--- config.mk ---
export PLATFORM = sky130hd
export DESIGN_NAME = data_bus_arbiter
export DESIGN_NICKNAME = d
export VERILOG_FILES = /design/src/rtl/data_bus_arbiter_pkg.sv /design/src/rtl/data_bus_arbiter_rr_arbiter.sv /design/src/rtl/data_bus_arbiter.sv
export SDC_FILE = /design/constraint.sdc
export NUM_CORES = 1
export LEC_CHECK = 0
export CAP_MARGIN = 20
export CORE_AREA = 2 2 120 122
export DETAILED_ROUTE_END_ITERATION = 12
export DIE_AREA = 0 0 122 124
export PLACE_DENSITY = 0.82
export SETUP_SLACK_MARGIN = 0.05
export SLEW_MARGIN = 20
export SYNTH_ARGS = -nofsm -noshare
export SYNTH_HDL_FRONTEND = slang
export SYNTH_SLANG_ARGS = --single-unit
--- constraint.sdc ---
create_clock -name clk -period 3.3 [get_ports clk]
set_input_delay 0.33 -clock clk [delete_from_list [all_inputs] [get_ports clk]]
set_output_delay 0.33 -clock clk [all_outputs]
set_load 0.005 [all_outputs]
--- src/rtl/data_bus_arbiter_pkg.sv ---
// Shared size codes, arbiter state encodings and the latched-request layout
// used by the data-bus arbiter and its round-robin grant logic.
package data_bus_arbiter_pkg;

  localparam logic [1:0] SIZE_BYTE = 2'd0;
  localparam logic [1:0] SIZE_HALF = 2'd1;
  localparam logic [1:0] SIZE_WORD = 2'd2;

  localparam logic [1:0] ARB_IDLE  = 2'd0;
  localparam logic [1:0] ARB_ISSUE = 2'd1;
  localparam logic [1:0] ARB_WAIT  = 2'd2;
  localparam logic [1:0] ARB_RESP  = 2'd3;

  typedef struct packed {
    logic        we;
    logic [1:0]  size;
    logic [31:0] addr;
    logic [31:0] wdata;
  } bus_req_t;

  // Illegal size code or an address not naturally aligned to the access size.
  function automatic logic access_err(input logic [1:0] size, input logic [31:0] addr);
    case (size)
      SIZE_BYTE: return 1'b0;
      SIZE_HALF: return addr[0];
      SIZE_WORD: return addr[1:0] != 2'b00;
      default:   return 1'b1;
    endcase
  endfunction

  function automatic logic [31:0] size_mask(input logic [1:0] size);
    case (size)
      SIZE_BYTE: return 32'h0000_00ff;
      SIZE_HALF: return 32'h0000_ffff;
      default:   return 32'hffff_ffff;
    endcase
  endfunction

endpackage

--- src/rtl/data_bus_arbiter_rr_arbiter.sv ---
// Combinational round-robin grant: first asserting requester searching
// upward from last_grant+1 with wrap, as one-hot and as an index.
module rr_arbiter #(
  parameter int N_REQ = 2,
  parameter int IW    = 1
) (
  input  logic [N_REQ-1:0] req,
  input  logic [IW-1:0]    last_grant,
  output logic [N_REQ-1:0] grant,
  output logic [IW-1:0]    grant_idx,
  output logic             grant_any
);

  logic [IW-1:0] cand;

  always_comb begin
    grant     = '0;
    grant_idx = '0;
    grant_any = 1'b0;
    cand      = '0;
    // Scan farthest to nearest so the nearest asserting requester is kept.
    for (int off = N_REQ; off >= 1; off--) begin
      cand = IW'((int'(last_grant) + off) % N_REQ);
      if (req[cand]) begin
        grant_idx = cand;
        grant_any = 1'b1;
      end
    end
    grant[grant_idx] = grant_any;
  end

endmodule

--- src/rtl/data_bus_arbiter.sv ---
// Round-robin front end for the shared data-bus controller: one transaction
// in flight, size/alignment screened at accept, one response per request.
module data_bus_arbiter
  import data_bus_arbiter_pkg::*;
#(
  parameter int N_REQ        = 2,
  parameter int RD_LATENCY   = 1,
  parameter int BUSY_TIMEOUT = 15
) (
  input  logic                  clk,
  input  logic                  rst,
  input  logic [N_REQ-1:0]      req_valid,
  output logic [N_REQ-1:0]      req_ready,
  input  logic [N_REQ-1:0]      req_we,
  input  logic [2*N_REQ-1:0]    req_size,
  input  logic [32*N_REQ-1:0]   req_addr,
  input  logic [32*N_REQ-1:0]   req_wdata,
  output logic [N_REQ-1:0]      rsp_valid,
  output logic [31:0]           rsp_rdata,
  output logic                  rsp_err,
  output logic                  bus_wd,
  output logic                  bus_rd,
  output logic [1:0]            bus_size_in,
  output logic [1:0]            bus_size_out,
  output logic [31:0]           bus_addr_in,
  output logic [31:0]           bus_addr_out,
  output logic [31:0]           bus_data_in,
  input  logic [31:0]           bus_data_out,
  input  logic                  bus_busy
);

  localparam int IW = (N_REQ > 1) ? $clog2(N_REQ) : 1;
  localparam int LW = $clog2(RD_LATENCY + 1);
  localparam int TW = $clog2(BUSY_TIMEOUT + 1);

  logic [1:0]       state_reg;
  logic [IW-1:0]    last_grant_reg;
  logic [IW-1:0]    grant_reg;
  bus_req_t         lat_reg;
  logic [LW-1:0]    lat_cnt_reg;
  logic [TW-1:0]    tmo_cnt_reg;
  logic             err_reg;
  logic [31:0]      rdata_reg;

  bus_req_t         req_fields [N_REQ];
  bus_req_t         sel_req;
  logic [N_REQ-1:0] grant_onehot;
  logic [IW-1:0]    grant_idx;
  logic             grant_any;
  logic             accept_en;
  logic             accept;
  logic             in_issue;
  logic             in_wait;
  logic             in_resp;

  genvar gi;
  generate
    for (gi = 0; gi < N_REQ; gi++) begin : g_req
      assign req_fields[gi] = {req_we[gi], req_size[2*gi +: 2],
                               req_addr[32*gi +: 32], req_wdata[32*gi +: 32]};
      assign rsp_valid[gi]  = in_resp && (grant_reg == IW'(gi));
    end
  endgenerate

  rr_arbiter #(.N_REQ(N_REQ), .IW(IW)) u_rr_arbiter (
    .req        (req_valid),
    .last_grant (last_grant_reg),
    .grant      (grant_onehot),
    .grant_idx  (grant_idx),
    .grant_any  (grant_any)
  );

  // Ready is offered only from IDLE with the controller free and out of reset.
  assign accept_en = rst && (state_reg == ARB_IDLE) && !bus_busy;
  assign req_ready = accept_en ? grant_onehot : '0;
  assign accept    = accept_en && grant_any;
  assign sel_req   = req_fields[grant_idx];

  always_ff @(posedge clk) begin
    if (!rst) begin
      state_reg      <= ARB_IDLE;
      last_grant_reg <= IW'(N_REQ - 1);
      grant_reg      <= '0;
      lat_reg        <= '0;
      lat_cnt_reg    <= '0;
      tmo_cnt_reg    <= '0;
      err_reg        <= 1'b0;
      rdata_reg      <= '0;
    end else begin
      case (state_reg)
        ARB_IDLE: begin
          if (accept) begin
            lat_reg     <= sel_req;
            grant_reg   <= grant_idx;
            rdata_reg   <= '0;
            tmo_cnt_reg <= '0;
            err_reg     <= access_err(sel_req.size, sel_req.addr);
            state_reg   <= access_err(sel_req.size, sel_req.addr) ? ARB_RESP : ARB_ISSUE;
          end
        end
        ARB_ISSUE: begin
          if (lat_reg.we) begin
            state_reg <= ARB_RESP;
          end else begin
            lat_cnt_reg <= LW'(RD_LATENCY);
            state_reg   <= ARB_WAIT;
          end
        end
        ARB_WAIT: begin
          if (bus_busy) begin
            if (tmo_cnt_reg == TW'(BUSY_TIMEOUT - 1)) begin
              err_reg   <= 1'b1;
              rdata_reg <= '0;
              state_reg <= ARB_RESP;
            end else begin
              tmo_cnt_reg <= tmo_cnt_reg + TW'(1);
            end
          end else begin
            tmo_cnt_reg <= '0;
            if (lat_cnt_reg == LW'(1)) begin
              rdata_reg <= bus_data_out & size_mask(lat_reg.size);
              state_reg <= ARB_RESP;
            end else begin
              lat_cnt_reg <= lat_cnt_reg - LW'(1);
            end
          end
        end
        default: begin
          last_grant_reg <= grant_reg;
          state_reg      <= ARB_IDLE;
        end
      endcase
    end
  end

  assign in_issue = (state_reg == ARB_ISSUE);
  assign in_wait  = (state_reg == ARB_WAIT);
  assign in_resp  = (state_reg == ARB_RESP);

  assign bus_wd       = in_issue && lat_reg.we;
  assign bus_rd       = (in_issue || in_wait) && !lat_reg.we;
  assign bus_addr_in  = bus_wd ? lat_reg.addr  : '0;
  assign bus_size_in  = bus_wd ? lat_reg.size  : '0;
  assign bus_data_in  = bus_wd ? lat_reg.wdata : '0;
  assign bus_addr_out = bus_rd ? lat_reg.addr  : '0;
  assign bus_size_out = bus_rd ? lat_reg.size  : '0;

  assign rsp_err   = in_resp && err_reg;
  assign rsp_rdata = in_resp ? rdata_reg : '0;

endmodule

# Word-level counts from Yosys, hierarchy flattened
# Cells that the tools add are included.
[classes]
reduce_logical = 25
eq_ne = 15
bitwise_logic = 4
mux = 52
addsub = 4
order_cmp = 5
[op_table]
columns = ["cell", "n"]
rows = [
  ["two-way mux 32 bit", 12],
  ["two-way mux 67 bit", 3],
  ["case mux 32 bit (2 select lines)", 2],
  ["bitwise AND 32 bit", 1],
  ["two-way mux 1 bit", 18],
  ["two-way mux 2 bit", 8],
  ["two-way mux 4 bit", 3],
  ["logical AND 1 bit", 9],
  ["AND reduction 3 bit", 3],
  ["!= test 2 bit, second input constant", 4],
  ["case mux 4 bit (2 select lines)", 1],
  ["AND reduction 4 bit", 2],
  ["== test 2 x 1 -> 1 bit, second input constant", 3],
  ["== test 2 bit, second input constant", 3],
  ["zero test 2 bit", 3],
  ["less-than comparator 1 x 2 -> 1 bit, second input constant", 3],
  ["!= test 3 bit, second input constant", 2],
  ["case mux 2 bit (3 select lines)", 1],
  ["nonzero test 2 bit", 3],
  ["adder 4 x 1 -> 4 bit, second input constant", 1],
  ["== test 4 bit, second input constant", 1],
  ["case mux 1 bit (2 select lines)", 2],
  ["!= test 3 x 2 -> 1 bit, second input constant", 1],
  ["case mux 1 bit (3 select lines)", 1],
  ["13 further kinds", 15],
]
[totals]
reg_bits = 109
output_inout_bits = 139
in_bits = 171
wordCells = 116

# Depth between registers and ports, before layout
# Gate-level depths: netlist of run 1.
[depth]
depth_word = 17
depth_mapped = 10
ltp_nobuf = 6

# Hierarchy
# A second synthesis of run 1 with hierarchy kept.
[hier_totals]
cells_unflattened = 660
area_unflattened_um2 = 5784.3
[by_module_without_submodules]
columns = ["mod", "n_inst", "area_each_um2", "seq_area_each_um2", "cells_per_inst"]
rows = [
  ["data_bus_arbiter", 1, 5751.8, 2182.1, 655],
  ["rr_arbiter", 1, 32.5, 0.0, 5],
]

# Worst setup path before layout of run 1
# Ideal clock, no wire load.
[synth_path]
kind = "register to register"
from = "register state_reg[0]"
to = "register lat_reg[0] (netlist bit)"
period_less_slack_ns = 1.759
path_buffers = 2
path_slack_ns = 1.541
setup_ns = 0.128
required_time_ns = 3.172
path_stages_with_launch = 9
t_arrival_ns = 1.631
path_cell_list = "dfxtp_1 -> inv_1 -> ha_1 -> nand3b_4 -> or2_1 -> buf_6 -> buf_6 -> a222oi_1 -> nor2_1"
[synth_via]
elab_chain_cells = 5
[synth_lines]
columns = ["element", "line", "text"]
rows = [
  ["start: declaration", "data_bus_arbiter.sv:36", "logic [1:0] state_reg;"],
  ["start signal: assignment", "data_bus_arbiter.sv:98", "state_reg <= access_err(sel_req.size, sel_req.addr) ? ARB_RESP : ARB_ISSUE;"],
  ["zero test 2 bit (*)", "data_bus_arbiter.sv:74, data_bus_arbiter.sv:90", ""],
  ["logical AND 1 bit (2 in a row)", "data_bus_arbiter.sv:74", "assign accept_en = rst && (state_reg == ARB_IDLE) && !bus_busy;"],
  ["logical AND 1 bit", "data_bus_arbiter.sv:76", "assign accept = accept_en && grant_any;"],
  ["AND reduction 2 bit (no line) (*)", "n/a", ""],
  ["end signal: assignment", "data_bus_arbiter.sv:93", "lat_reg <= sel_req;"],
  ["end: declaration", "data_bus_arbiter.sv:39", "bus_req_t lat_reg;"],
]
# Every way passes the cells marked *; elsewhere a longest branch is shown, timed or not.
# A chain may end at the register's enable or synchronous reset.

# Final worst setup path of run 1
[layout_path]
from = "register state_reg[0]"
to = "output bus_addr_out[8]"
[layout_via]
elab_chain_cells = 4
elab_cells_between_ends = 5
cone_classes = "eq/ne (2); mux (1); reduce/logical (2)"
[layout_lines]
columns = ["element", "line", "text"]
rows = [
  ["== test 2 x 1 -> 1 bit / == test 2 bit (equally long branches)", "data_bus_arbiter.sv:136, data_bus_arbiter.sv:137", ""],
  ["logical OR 1 bit (*)", "data_bus_arbiter.sv:141", "assign bus_rd = (in_issue || in_wait) && !lat_reg.we;"],
  ["logical AND 1 bit (*)", "data_bus_arbiter.sv:141", ""],
  ["two-way mux 32 bit (*)", "data_bus_arbiter.sv:145", "assign bus_addr_out = bus_rd ? lat_reg.addr : '0;"],
  ["end: declaration", "data_bus_arbiter.sv:26", "output logic [31:0] bus_addr_out,"],
]
# Marks and branches as above.

==> impl_metrics.ini, run 1 <==
[run_status]
status = complete, no violations

[finish]
fillers = 1179
drive_gt1_share_pct = 4.027
largest_register_ffs = 67
mostFrequentLayoutCell = clkdlybuf4s50_1
mostFrequentLayoutCells = 309 x clkdlybuf4s50_1, 108 x dfxtp_1, 74 x nor2_1, 70 x and2_1, 70 x nand2_1
final_nets = 1066
syn_to_final_growth_pct = 64.71
instances_no_fill = 1075

[die]
placementRows = 43
fp.dieArea_um2 = 15130
core_area_um2 = 13720
die_h_um = 124
die_x_um = 122
ioPinCount = 310
start_util_pct = 39.18

[yosys]
syn_area_um2 = 5375
ys_seq_area_share_pct = 40.60
syn-num-nets = 794
synth_ff_type = dfxtp_1
synthTopCellsByArea = dfxtp_1 41%, a222oi_1 12%, and2_1 8.1%
synth_top_area_share_pct = 40.60
postSynthCellCount = 617
yosysWarnings = 0
synth_edf_count = 0
yosys_register_bits = 109
ys_async_sr_fraction_pct = 0
synth_cell_types = 40
syn_avg_cell_area_um2 = 8.712
yosysTopAreaCell = dfxtp_1

[sta]
worst_pin_slew_ns = 0.7229
fin_crit_ns = 2.696
timing.final.ws_setup_ns = 0.6042
maxSlewHeadroom_pct = 51.81
fin_setup_tns_ns = 0
finalSetupViolCount = 0
slew_viol_final = 0
max_freq_mhz = 370.9
finClkSkew_ns = 0.004919
finalCritPeriodShare_pct = 81.69
rsz0062_at_grt = no
hold_viol = 0

[cts]
cts_tree = done
htreeDepth = 3
post_cts_buffers = 0
cts-root-buf = clkbuf_16
clk_pin_slew_ns = 0.07
cts_buffers = 9
post_cts_resized = 0
cts.sinks = 109
clock_path_buffers = 2
clkLatencyLatePin_ns = 0.35
cts_hold_buf = 0

[critical_path]
crit_path_start_kind = flop
critPathBufInv = 3
crit_family = buffers and inverters
worstPathCellList = inv_1, ha_1, nor2b_2, buf_4, and2_1, clkdlybuf4s50_1
crit_path_end_kind = output pin
cp_slowest_stage_delay_ns = 0.53
worstPathArrival_ns = 2.37
crit_type = flop to output pin
worstPathRequired_ns = 2.97
critPathSlowestCell = clkdlybuf4s50_1
cp_max_fo = 35
cp-startpoint = state_reg[0]
r2r_start = state_reg[0]

[route]
drtIter0Drc = 655
drc = 0
first_pass_iters = 10
viasPerCell = 5.448
drt-total-wl_um = 19520
vias = 5857
wire_per_inst_um = 18.16
antenna_left = 0

[power]
p_leak_nw = 3.637
ir_drop_uv = 259.3
p_per_area_nw_per_um2 = 422.7

[hold_path]
worstHoldPathType = flop to flop
hold_start = rdata_reg[30]

[grt]
grt_pass1_wl_um = 29110
first_global_vias = 5506
grt_max_degree = 65
grt_overflow_total = 0
grt_usage_pct = 24.65
antenna_found_initial = 1

[placed_design]
pre_cts_slack_ns = 0.7130
io_buffers = 309
place_inst = 1058
hpwlAfterDp_um = 13780
gp_congestion = 0.8020

[run]
max-cap-violations = 0
-- worst reg2reg max path: stages, from the launching register on --
cell      delay, ns
dfxtp_1        0.35
inv_1          0.09
ha_1           0.35
nand3b_4       0.15
or2_2          0.56
buf_12         0.29
a222oi_1       0.41
nor2_1         0.07
-- where the power goes --
| group | internal [mW] | switching, mW |
|---|---|---|
| Clock | 0.663 | 0.488 |
| Sequential | 1.43 | 0.0891 |
| Combinational | 0.532 | 0.536 |
-- per-stage QoR --
step                utilization [%]  total power [mW]  area [um^2]  hold WS (ns)
detailed placement            62.27             2.612         8543        0.4475
floorplan                         -             2.127         5375        0.4285
finish                        64.53             3.743         8853        0.4545
CTS                           64.51             3.767         8851        0.4570
global placement              62.27             2.594         8543        0.4400
global route                  64.53             3.927         8853        0.4782
-- layer usage --
metal  track usage [%]  part of all wire (%)  vias to the layer above
met3             5.998                   8.3                       39
met4             11.21                   2.7                        0
met5                 0                     0                        -
met2             42.56                    51                      278
li1                  -                     -                     2782
met1             28.95                    38                     2758
-- cell type report --
type	count	area, um^2	area share, %
repair buffers	320	3226	36.43
multi-input cells	441	2879	32.52
flip-flops and latches	109	2183	24.66
clock buffers	11	232.7	2.629
well taps	180	225.2	2.544
clock inverters	5	75.07	0.8479
inverters	8	30.03	0.3392
diodes	1	2.502	0.02826
-- Yosys cell counts (2+ instances only) --
library cell / count
o21ai_0: 3
a21oi_1: 5
nor3b_1: 2
o21a_1: 3
nor2_1: 74
nand3_1: 5
nor3_1: 3
clkbuf_1: 34
nor2b_1: 2
o211ai_1: 2
and2_1: 70
buf_2: 12
and3_1: 67
o311ai_0: 2
a222oi_1: 63
clkbuf_2: 2
nand4_1: 2
buf_6: 6
nand2_1: 71
mux2i_1: 37
buf_4: 4
ha_1: 6
inv_1: 7
nand2b_1: 5
dfxtp_1: 109
o41ai_1: 4
a211oi_1: 4
-- logic make-up after synthesis --
group / after synthesis / share of synthesized area (%)
AOI/OAI and AO/OA: 92 / 15.83
buffers and inverters: 67 / 6.122
DFF: 109 / 40.60
adders and majority gates: 6 / 1.397
muxes: 37 / 6.890
and+or+nand+nor: 306 / 29.17
-- path summary, 6_finish.rpt --
path                          end  slack (ns)  cells past startpoint
setup / recovery  bus_addr_out[8]        0.60                      6
hold / removal      rdata_reg[30]        0.45                      2
setup reg to reg       lat_reg[9]        0.91                      7
hold reg to reg     rdata_reg[30]        0.45                      2
Power figures use the tool's default switching activity.
==> inputs of run 2 (changes only) <==
--- a/config.mk
+++ b/config.mk
@@ -6,10 +6,10 @@
 export NUM_CORES = 1
 export LEC_CHECK = 0
 export CAP_MARGIN = 20
-export CORE_AREA = 2 2 120 122
+export CORE_ASPECT_RATIO = 1.1
+export CORE_UTILIZATION = 35
 export DETAILED_ROUTE_END_ITERATION = 12
-export DIE_AREA = 0 0 122 124
-export PLACE_DENSITY = 0.82
+export PLACE_DENSITY = 0.78
 export SETUP_SLACK_MARGIN = 0.05
 export SLEW_MARGIN = 20
 export SYNTH_ARGS = -nofsm -noshare
==> constraint.sdc (replaced) <==
create_clock -name clk -period 2.4 [get_ports clk]
set_input_delay 0.24 -clock clk [delete_from_list [all_inputs] [get_ports clk]]
set_output_delay 0.24 -clock clk [all_outputs]
set_load 0.005 [all_outputs]
==> impl_metrics.ini, run 2 (synthesized netlist as in run 1, its figures left out) <==
[placed_design]
gp_congestion = 0.8072
io_buffers = 309
place_inst = 1082
hpwlAfterDp_um = 13670
placed_cell_area_um2 = 8673
pre_cts_slack_ns = 0.1894

[finish]
fillers = 1323
post-route-util_pct = 60.56
fin_area_um2 = 9117
regArea_um2 = 2188
final_nets = 1081
drive_gt1_share_pct = 6.381
multiInputGateArea_um2 = 2909
mostFrequentLayoutCells = 291 x clkdlybuf4s50_1, 106 x dfxtp_1, 74 x nor2_1, 70 x nand2_1, 69 x and2_1
mostFrequentLayoutCell = clkdlybuf4s50_1
antenna_cells = 0
instances_no_fill = 1105
largest_register_ffs = 67
syn_to_final_growth_pct = 69.62

[die]
core_area_um2 = 15050
die_x_um = 120.2
die_h_um = 132.0
ioPinCount = 310
start_util_pct = 35.70
placementRows = 47
fp.dieArea_um2 = 15860

[run_status]
status = complete, no violations

[cts]
clock_path_buffers = 2
clkLatencyLatePin_ns = 0.35
clk_pin_slew_ns = 0.07
cts.sinks = 109
cts-root-buf = clkbuf_16
cts_tree = done
cts_buffers = 9
htreeDepth = 3

[sta]
fin_crit_ns = 2.306
slew_viol_final = 0
timing.final.ws_setup_ns = 0.09424
fin_hold_ws_ns = 0.4318
rsz0062_at_grt = yes
worst_pin_slew_ns = 0.4603
fin_setup_tns_ns = 0
maxSlewHeadroom_pct = 69.20
max_freq_mhz = 433.7
finClkSkew_ns = 0.007934
finalSetupViolCount = 0
finalCritPeriodShare_pct = 96.07
hold_viol = 0

[critical_path]
crit_path_start_kind = flop
worstPathRequired_ns = 2.16
crit_type = flop to output pin
worstPathArrival_ns = 2.07
crit_path_end_kind = output pin
cp_max_fo = 18

[run]
max-cap-violations = 0

[hold_path]
worstHoldPathType = input pin to flop

[power]
p_per_area_nw_per_um2 = 602.1
p_leak_nw = 3.914
ir_drop_uv = 294.8
power_mw = 5.489

[route]
antenna_left = 0
wire_per_inst_um = 17.45
viasPerCell = 5.347
vias = 5908
drt-total-wl_um = 19280
drtIter0Drc = 576
first_pass_iters = 8
drc = 0

[grt]
antenna_found_initial = 0
first_global_vias = 5528
grt_pass1_wl_um = 29520
grt_usage_pct = 23.59
grt_overflow_total = 0
grt_max_degree = 65
==> run 2: changes by cell type in the layout (fill, tap and decap cells not counted), moves of 2 or more <==
cell             previous run  this run
ha_4                        0         2
buf_4                       7        16
dfxtp_1                   108       106
inv_1                       7         5
clkinv_2                    3         1
clkdlybuf4s50_1           309       291
dlymetal6s2s_1              0         6
dlygate4sd2_1               0        12
inv_2                       1         3
buf_12                      4         9
==> run 2: final timing paths <==
| check | slack, ns | start | cells past startpoint | endpoint |
|---|---|---|---|---|
| max | 0.09 | state_reg[1] | 6 | bus_addr_out[2] |
| min | 0.43 | bus_data_out[16] | 3 | rdata_reg[16] |
| max reg2reg | 0.56 | state_reg[0] | 7 | lat_reg[61] |
| min reg2reg | 0.46 | rdata_reg[18] | 2 | rdata_reg[18] |
==> run 2: final cells by class <==
type / count / area share (%)
Tap cell: 196 / 2.690
Clock inverter: 5 / 0.8920
Timing Repair Buffer: 335 / 37.52
Inverter: 8 / 0.3294
Clock buffer: 11 / 2.662
Sequential cell: 109 / 24.00
Multi-Input combinational cell: 441 / 31.91
==> run 2: power breakdown <==
group | leakage [nW] | internal (mW) | total, mW | switching, mW
clock | 0.156 | 0.947 | 1.64 | 0.689
combinational | 2.87 | 0.941 | 1.77 | 0.825
sequential | 0.886 | 1.98 | 2.09 | 0.111
==> run 2: what timing repair did <==
action,in CTS,in global routing
setup endpoints to repair,76,18
gates resized for setup,22,6
hold buffers,0,0
setup buffers,5,1
gates cloned,1,0
==> run 2: critical path: stages, from the launching register on <==
cell and delay (ns):
dfxtp_2 0.34, inv_2 0.06, ha_4 0.27, nor2b_4 0.20, buf_12 0.17, and2_1 0.17, clkdlybuf4s50_1 0.50
==> run 2: per-layer routing <==
metal	track usage, %	wire (um)	vias to the layer above
li1	-	-	2810
met1	27.11	7355	2787
met2	40.64	9682	265
met3	5.839	1553	46
met4	11.18	692	0
met5	0	0	-
